<file path="config.mk">
export PLATFORM = sky130hd
export DESIGN_NAME = i2s_link_ctrl
export DESIGN_NICKNAME = d
export VERILOG_FILES = /design/src/rtl/e155_audio_pkg.sv /design/src/rtl/param_stabilizer.sv /design/src/rtl/i2s_link_ctrl.sv
export SDC_FILE = /design/constraint.sdc
export NUM_CORES = 1
export LEC_CHECK = 0
export CAP_MARGIN = 20
export CORE_MARGIN = 3
export CORE_UTILIZATION = 30
export DETAILED_ROUTE_END_ITERATION = 12
export SKIP_CTS_REPAIR_TIMING = 1
export SLEW_MARGIN = 0
export SYNTH_ARGS = -nofsm -noshare
export SYNTH_HDL_FRONTEND = slang
export SYNTH_SLANG_ARGS = --single-unit
</file>
<file path="constraint.sdc">
create_clock -name sclk_i -period 1.8 [get_ports sclk_i]
set_clock_uncertainty 0.1 [all_clocks]
set_input_delay 0.36 -clock sclk_i [delete_from_list [all_inputs] [get_ports sclk_i]]
set_output_delay 0.36 -clock sclk_i [all_outputs]
set_load 0.05 [all_outputs]
</file>
<file path="src/rtl/e155_audio_pkg.sv">
// Shared types and constants for the E155 audio path.
// Holds the link-state encoding and the power-up effect settings.
package e155_audio_pkg;

  typedef enum logic [1:0] {
    HUNT = 2'd0,
    LOCK = 2'd1,
    RUN  = 2'd2
  } link_state_t;

  localparam logic [3:0] DEF_FREQ  = 4'h1;
  localparam logic [3:0] DEF_SCALE = 4'h1;

endpackage

</file>
<file path="src/rtl/param_stabilizer.sv">
// Synchronizes the effect switch bus and applies each field only after it has
// been identical at consecutive frame starts, and only when the caller allows it.
module param_stabilizer #(
  parameter int FIELD_W       = 4,
  parameter int NUM_FIELDS    = 2,
  parameter int STABLE_FRAMES = 2,
  parameter logic [FIELD_W*NUM_FIELDS-1:0] DEFAULT_VAL = '0
) (
  input  logic                          clk,
  input  logic                          rst_n,
  input  logic [FIELD_W*NUM_FIELDS-1:0] sw_in,
  input  logic                          frame_tick,
  input  logic                          apply_en,
  output logic [FIELD_W*NUM_FIELDS-1:0] applied,
  output logic                          update
);

  localparam int W     = FIELD_W * NUM_FIELDS;
  localparam int CNT_W = (STABLE_FRAMES > 2) ? $clog2(STABLE_FRAMES) : 1;
  localparam logic [CNT_W-1:0] CNT_MAX = CNT_W'(STABLE_FRAMES - 1);

  logic [W-1:0]          sync_a;
  logic [W-1:0]          sync_b;
  logic [NUM_FIELDS-1:0] take;

  // Reset the synchronizer to the defaults so switches left at their default
  // position never look like a change right after reset.
  always_ff @(posedge clk or negedge rst_n) begin
    if (!rst_n) begin
      sync_a <= DEFAULT_VAL;
      sync_b <= DEFAULT_VAL;
    end else begin
      sync_a <= sw_in;
      sync_b <= sync_a;
    end
  end

  for (genvar g = 0; g < NUM_FIELDS; g++) begin : g_field
    logic [FIELD_W-1:0] cur;
    logic [FIELD_W-1:0] cand;
    logic [FIELD_W-1:0] applied_f;
    logic [CNT_W-1:0]   stable_cnt;
    logic [CNT_W-1:0]   cnt_inc;
    logic               match;

    assign cur     = sync_b[g*FIELD_W +: FIELD_W];
    assign match   = (cur == cand);
    assign cnt_inc = (stable_cnt == CNT_MAX) ? stable_cnt : stable_cnt + 1'b1;
    // The sample that loads the candidate counts as the first of the run, so
    // the check is made on the post-increment count.
    assign take[g] = frame_tick && apply_en && match &&
                     (cnt_inc == CNT_MAX) && (cand != applied_f);

    always_ff @(posedge clk or negedge rst_n) begin
      if (!rst_n) begin
        cand       <= DEFAULT_VAL[g*FIELD_W +: FIELD_W];
        stable_cnt <= '0;
        applied_f  <= DEFAULT_VAL[g*FIELD_W +: FIELD_W];
      end else begin
        if (frame_tick) begin
          if (match) begin
            stable_cnt <= cnt_inc;
          end else begin
            cand       <= cur;
            stable_cnt <= '0;
          end
        end
        if (take[g]) begin
          applied_f <= cand;
        end
      end
    end

    assign applied[g*FIELD_W +: FIELD_W] = applied_f;
  end

  always_ff @(posedge clk or negedge rst_n) begin
    if (!rst_n) begin
      update <= 1'b0;
    end else begin
      update <= |take;
    end
  end

endmodule

</file>
<file path="src/rtl/i2s_link_ctrl.sv">
// I2S link controller: locks to word-select framing, gates the datapath reset,
// flags framing loss and applies the effect switches at frame boundaries.
module i2s_link_ctrl #(
  parameter int         BITS_PER_CH         = 16,
  parameter int         LOCK_FRAMES         = 4,
  parameter int         PARAM_STABLE_FRAMES = 2,
  parameter logic [3:0] DEF_FREQ            = e155_audio_pkg::DEF_FREQ,
  parameter logic [3:0] DEF_SCALE           = e155_audio_pkg::DEF_SCALE
) (
  input  logic       sclk_i,
  input  logic       rst_n_i,
  input  logic       ws_i,
  input  logic [3:0] freqSetting_i,
  input  logic [3:0] scaleFactor_i,
  output logic       rstI2S_n_o,
  output logic       frameStart_o,
  output logic [3:0] freqSetting_o,
  output logic [3:0] scaleFactor_o,
  output logic       paramUpdate_o,
  output logic       errorLED_o,
  output logic [7:0] errCount_o
);

  import e155_audio_pkg::link_state_t;
  import e155_audio_pkg::HUNT;
  import e155_audio_pkg::LOCK;
  import e155_audio_pkg::RUN;

  localparam int HC_W = (BITS_PER_CH > 1) ? $clog2(BITS_PER_CH) : 1;
  localparam logic [HC_W-1:0] HALF_LAST = HC_W'(BITS_PER_CH - 1);
  localparam int VC_W = $clog2(2 * LOCK_FRAMES);
  localparam logic [VC_W-1:0] VALID_LAST = VC_W'(2 * LOCK_FRAMES - 1);

  link_state_t     state;
  link_state_t     next_state;
  logic            ws_prev;
  logic [HC_W-1:0] half_cnt;
  logic [VC_W-1:0] valid_cnt;
  logic            ws_edge;
  logic            ws_fall;
  logic            at_limit;
  logic            half_valid;
  logic            half_invalid;
  logic            err_evt;
  logic            frame_evt;
  logic            apply_en;
  logic            run_q;
  logic            frame_start_q;
  logic            err_led_q;
  logic [7:0]      err_cnt_q;
  logic [7:0]      applied;
  logic            param_update;

  assign ws_edge      = ws_i ^ ws_prev;
  assign ws_fall      = ws_prev & ~ws_i;
  assign at_limit     = (half_cnt == HALF_LAST);
  assign half_valid   = ws_edge && at_limit;
  // Either an early edge or a missing edge at the last bit breaks framing.
  assign half_invalid = ws_edge ? !at_limit : at_limit;

  always_ff @(posedge sclk_i or negedge rst_n_i) begin
    if (!rst_n_i) begin
      state     <= HUNT;
      ws_prev   <= 1'b0;
      half_cnt  <= '0;
      valid_cnt <= '0;
    end else begin
      state    <= next_state;
      ws_prev  <= ws_i;
      half_cnt <= ws_edge ? '0 : half_cnt + 1'b1;
      if (state != LOCK) begin
        valid_cnt <= '0;
      end else if (half_valid) begin
        valid_cnt <= valid_cnt + 1'b1;
      end
    end
  end

  always_comb begin
    next_state = state;
    err_evt    = 1'b0;
    case (state)
      HUNT: begin
        if (ws_fall) next_state = LOCK;
      end
      LOCK: begin
        if (half_invalid) begin
          next_state = HUNT;
        end else if (half_valid && (valid_cnt == VALID_LAST)) begin
          next_state = RUN;
        end
      end
      RUN: begin
        if (half_invalid) begin
          next_state = HUNT;
          err_evt    = 1'b1;
        end
      end
      default: next_state = HUNT;
    endcase
    frame_evt = ws_fall && (next_state == RUN);
    apply_en  = (state == RUN) && !half_invalid;
  end

  always_ff @(posedge sclk_i or negedge rst_n_i) begin
    if (!rst_n_i) begin
      run_q         <= 1'b0;
      frame_start_q <= 1'b0;
      err_led_q     <= 1'b0;
      err_cnt_q     <= 8'd0;
    end else begin
      run_q         <= (next_state == RUN);
      frame_start_q <= frame_evt;
      if (err_evt) begin
        err_led_q <= 1'b1;
        if (err_cnt_q != 8'hFF) err_cnt_q <= err_cnt_q + 8'd1;
      end
    end
  end

  param_stabilizer #(
    .FIELD_W       (4),
    .NUM_FIELDS    (2),
    .STABLE_FRAMES (PARAM_STABLE_FRAMES),
    .DEFAULT_VAL   ({DEF_SCALE, DEF_FREQ})
  ) u_param_stabilizer (
    .clk        (sclk_i),
    .rst_n      (rst_n_i),
    .sw_in      ({scaleFactor_i, freqSetting_i}),
    .frame_tick (ws_fall),
    .apply_en   (apply_en),
    .applied    (applied),
    .update     (param_update)
  );

  assign rstI2S_n_o    = run_q;
  assign frameStart_o  = frame_start_q;
  assign errorLED_o    = err_led_q;
  assign errCount_o    = err_cnt_q;
  assign freqSetting_o = applied[3:0];
  assign scaleFactor_o = applied[7:4];
  assign paramUpdate_o = param_update;

endmodule

</file>
==> summary.md <==
| Metric | Value |
|---|---|
| Depth of the worst hold-timing path | 1 |
| Total power of the final layout | ~2.4 mW |
| Number of global-route vias before repair | 1335 |
| Startpoint of the worst setup timing path | half_cnt[1] |
| Area of the placeable core | between 0.006 and 0.007 mm^2 |
| Count of mapped cells out of synthesis | 153 |
| Full die area | between 0.008 and 0.009 mm^2 |
| Flip-flop and latch count after synthesis | 54 |
| Slew Limit Fails | 0 |
| FMAX | ~530 MHz |
| Number of sinks driven by the clock tree | 54 |
| Sequential area share after synthesis | 63.48% |
| Last weighted congestion value of the routability-driven placer | approximately 0.72 |
| Post-detailed-placement half-perimeter wirelength | 2.542 mm |
| Maximum number of pins on one net before global-route repair | 41 |
| Detailed-route via count | between 1000 and 1500 |
| Shortest clock period the worst path allows after layout | around 1.9 ns |
| Layout overhead on the synthesized area | 35.18% |
| Highest net fanout along the worst path | 3 |
| Later-pin clock latency in the skew report | slightly above 0.3 ns |
| Number of setup violations in the final report | 13 |
| Hold violation count in the final report | 0 |
| Final Routed Wirelength | between 3 and 4 mm |
| I/O pin cnt | 31 |
| DRC violations left | 0 |
| Most frequent standard cell in the layout excluding fill and tap cells | sky130_fd_sc_hd__dfrtp_1 |
| Status | finished, violations left |
| Width of the chip | ~90 um |
| Worst Path Required | 1.89 ns |
| Violated checks | setup timing |
| Syn_nets | 170 |
| Setup slack after layout | -0.08487 ns |
| CTS Buffer Depth | 2 |
| Wire length of the first global-routing pass | 6.244 mm |
| Share of synthesized cell area in and, or, nand and nor gates | 10.09% |
| Vertical die dimension | roughly 91 um |
| Worst setup path endpoint | errCount_o[4] |
| Count of antenna-violating nets left after detailed routing | 0 |
| Main combinational cell family by area after synthesis | XOR/XNOR gates |
| Post-synth cell types | 28 |
| Per-cell routed wire length | 11.88 um |
| Hold slack | around 0.12 ns |
| Global-route usage over all layers | under 10% |
| Worst IR drop on VDD | between 200 and 300 uV |
| Deepest level of the CTS H-tree | 2 |
| Clock Root Buffer | sky130_fd_sc_hd__clkbuf_8 |
| Initial antenna violation count | 0 |
| Initial DRC Count | 34 |
| Fraction of final layout cells sized beyond drive strength 1 | 41.87% |
| Post-Syn Area per Cell | 14.02 um^2 |
| Overall overflow remaining after global route | 0 |
| Start-to-end type of the worst setup path | reg -> reg |
| Setup repair after global routing missed its margin | yes |
| Worst reg2reg endpoint | errCount_o[4] |
| Ratio of total power to cell area | around 840 mW/mm^2 |
| Min-delay worst type | in -> reg |
| Area fraction in compound gates after synthesis | under 10% |
| Data arrival, critical path | 1.98 ns |
| Critical register-to-register path startpoint | half_cnt[1] |
| Port bufs | 30 |
| CP Launch Type | flip-flop |
| Synthesized-area fraction occupied by adder cells | approximately 3.5% |
| Number of cells on the worst reg-to-reg path | 7 |
| CTS tree | done |
| Post-layout net count | approximately 220 |
| Number of antenna cells inserted | 0 |
| Number of rows created at floorplan | 30 |
| Drt via density | approximately 4.3 |
| Parity-gate share of the synthesized area counting xor and xnor cells | about a tenth |
| Synthesis warning total | 0 |
| Post-synthesis instance area | between 0.002 and 0.0025 mm^2 |
| Leakage power total | between 1 and 1.5 nW |
| First-pass iteration count of the detailed router | 4 |
| Number of buffers added by the clock tree synthesis step | 5 |
| Flop2flop setup slack | -0.08 ns |
| Max-cap violations | 0 |
| Slew at the pin with the worst max-slew slack | approximately 0.37 ns |
| Initial Utilization | between 30% and 40% |
| Clock-pin slew reported for the worst setup and hold paths after clock tree synthesis | around 0.090 ns |
| Post-synthesis mux area share | between 9 and 10% |
| Headroom to the max-slew limit | between 70% and 80% |
| Commonest cells after routing, fill and taps aside | sky130_fd_sc_hd__dfrtp_1, sky130_fd_sc_hd__buf_4, sky130_fd_sc_hd__xor2_1, sky130_fd_sc_hd__mux2_2 |
| Period Utilization, post-route | 104.7% |
| Critical path endpoint category | flip-flop |
==> logic make-up after synthesis <==
kind of cell	count (synthesis)
flops	54
simple gates	38
xor+xnor	26
mux	19
compound gates	6
fa+ha+maj	6
buf+inv	4
==> power breakdown <==
| part | leakage (nW) | internal (mW) | switching [mW] |
|---|---|---|---|
| sequential | 0.674 | 1.29 | 0.0668 |
| combinational | 0.620 | 0.143 | 0.134 |
| clock | 0.0504 | 0.414 | 0.396 |
==> through the flow <==
stage               cells  cell area [um^2]   TNS, ns  setup slack (ns)  util [%]
global route          299              2899    -2.020           -0.2084     42.20
CTS                   294              2838    -3.798           -0.2614     41.31
detailed placement    286              2724    -10.79           -0.6006     39.65
finish                299              2899   -0.6271          -0.08487     42.20
floorplan             153              2223  -0.06381          -0.03519         -
global placement      286              2724    -10.15           -0.5708     39.65
==> synth_stat cells <==
master / n / area, um^2
sky130_fd_sc_hd__a21oi_1: 3 / 15.01
sky130_fd_sc_hd__and2_1: 2 / 12.51
sky130_fd_sc_hd__and3_1: 1 / 6.260
sky130_fd_sc_hd__clkbuf_1: 2 / 7.510
sky130_fd_sc_hd__dfrtp_1: 46 / 1151
sky130_fd_sc_hd__dfstp_2: 8 / 210.2
sky130_fd_sc_hd__ha_1: 6 / 75.07
sky130_fd_sc_hd__inv_1: 2 / 7.510
sky130_fd_sc_hd__mux2_1: 1 / 11.26
sky130_fd_sc_hd__mux2_2: 15 / 168.9
sky130_fd_sc_hd__mux2i_1: 3 / 30.03
sky130_fd_sc_hd__nand2_1: 6 / 22.52
sky130_fd_sc_hd__nand2_2: 2 / 12.51
sky130_fd_sc_hd__nand2b_1: 3 / 18.77
sky130_fd_sc_hd__nand3_1: 4 / 20.02
sky130_fd_sc_hd__nand3b_1: 1 / 7.510
sky130_fd_sc_hd__nand4_1: 2 / 12.51
sky130_fd_sc_hd__nand4b_1: 1 / 8.760
sky130_fd_sc_hd__nor2_1: 8 / 30.03
sky130_fd_sc_hd__nor3_1: 3 / 15.01
sky130_fd_sc_hd__nor3b_2: 1 / 12.51
sky130_fd_sc_hd__nor4_1: 2 / 12.51
sky130_fd_sc_hd__nor4_2: 2 / 25.02
sky130_fd_sc_hd__o21ba_2: 1 / 10.01
sky130_fd_sc_hd__o21bai_1: 1 / 7.510
sky130_fd_sc_hd__o22ai_1: 1 / 6.260
sky130_fd_sc_hd__xnor2_1: 5 / 43.79
sky130_fd_sc_hd__xor2_1: 21 / 183.9
==> final cells by class <==
class / count / area (um^2)
repair buffers: 44 / 434.2
well taps: 96 / 120.1
multi-input cells: 95 / 858.3
clock buffers: 5 / 68.82
fillers: 637 / 3970
flip-flops and latches: 54 / 1363
inverters: 2 / 10.01
clock inverters: 3 / 45.04
==> worst max-delay path: stages (launching register included) <==
cell                       delay [ns]
sky130_fd_sc_hd__dfrtp_1         0.39
sky130_fd_sc_hd__ha_2            0.19
sky130_fd_sc_hd__and3_4          0.15
sky130_fd_sc_hd__ha_4            0.28
sky130_fd_sc_hd__nand3b_1        0.13
sky130_fd_sc_hd__o21ba_4         0.27
sky130_fd_sc_hd__nand4_1         0.12
sky130_fd_sc_hd__xnor2_1         0.15
==> metal layers <==
layer  up-vias  global-route usage [%]  wire length [um]  part of all wire [%]
li1        620                       -                 -                     -
met5         -                       0                 0                     0
met3         7                   3.417               147                   4.1
met4         0                   3.444                51                   1.4
met1       630                   12.15              1655                    47
met2        21                   14.39              1697                    48
==> worst min-delay path by stage <==
stage	to	start	slack, ns
detailed placement	u_param_stabilizer.g_field[1].applied_f[3]	rst_n_i	0.20
global route	ws_prev	ws_i	0.11
global placement	u_param_stabilizer.g_field[1].applied_f[1]	rst_n_i	0.19
floorplan	errCount_o[0]	rst_n_i	-0.04
finish	ws_prev	ws_i	0.12
CTS	u_param_stabilizer.g_field[0].applied_f[1]	rst_n_i	-0.15
==> registers in the layout, summed over array words and instances (netlist names), 2 cells and up <==
signal                                cells
errCount_o                                8
u_param_stabilizer.g_field.cand           8
u_param_stabilizer.sync_b                 8
state                                     2
valid_cnt                                 3
half_cnt                                  4
u_param_stabilizer.g_field.applied_f      8
u_param_stabilizer.sync_a                 8
(Power assumes the default switching activity.)
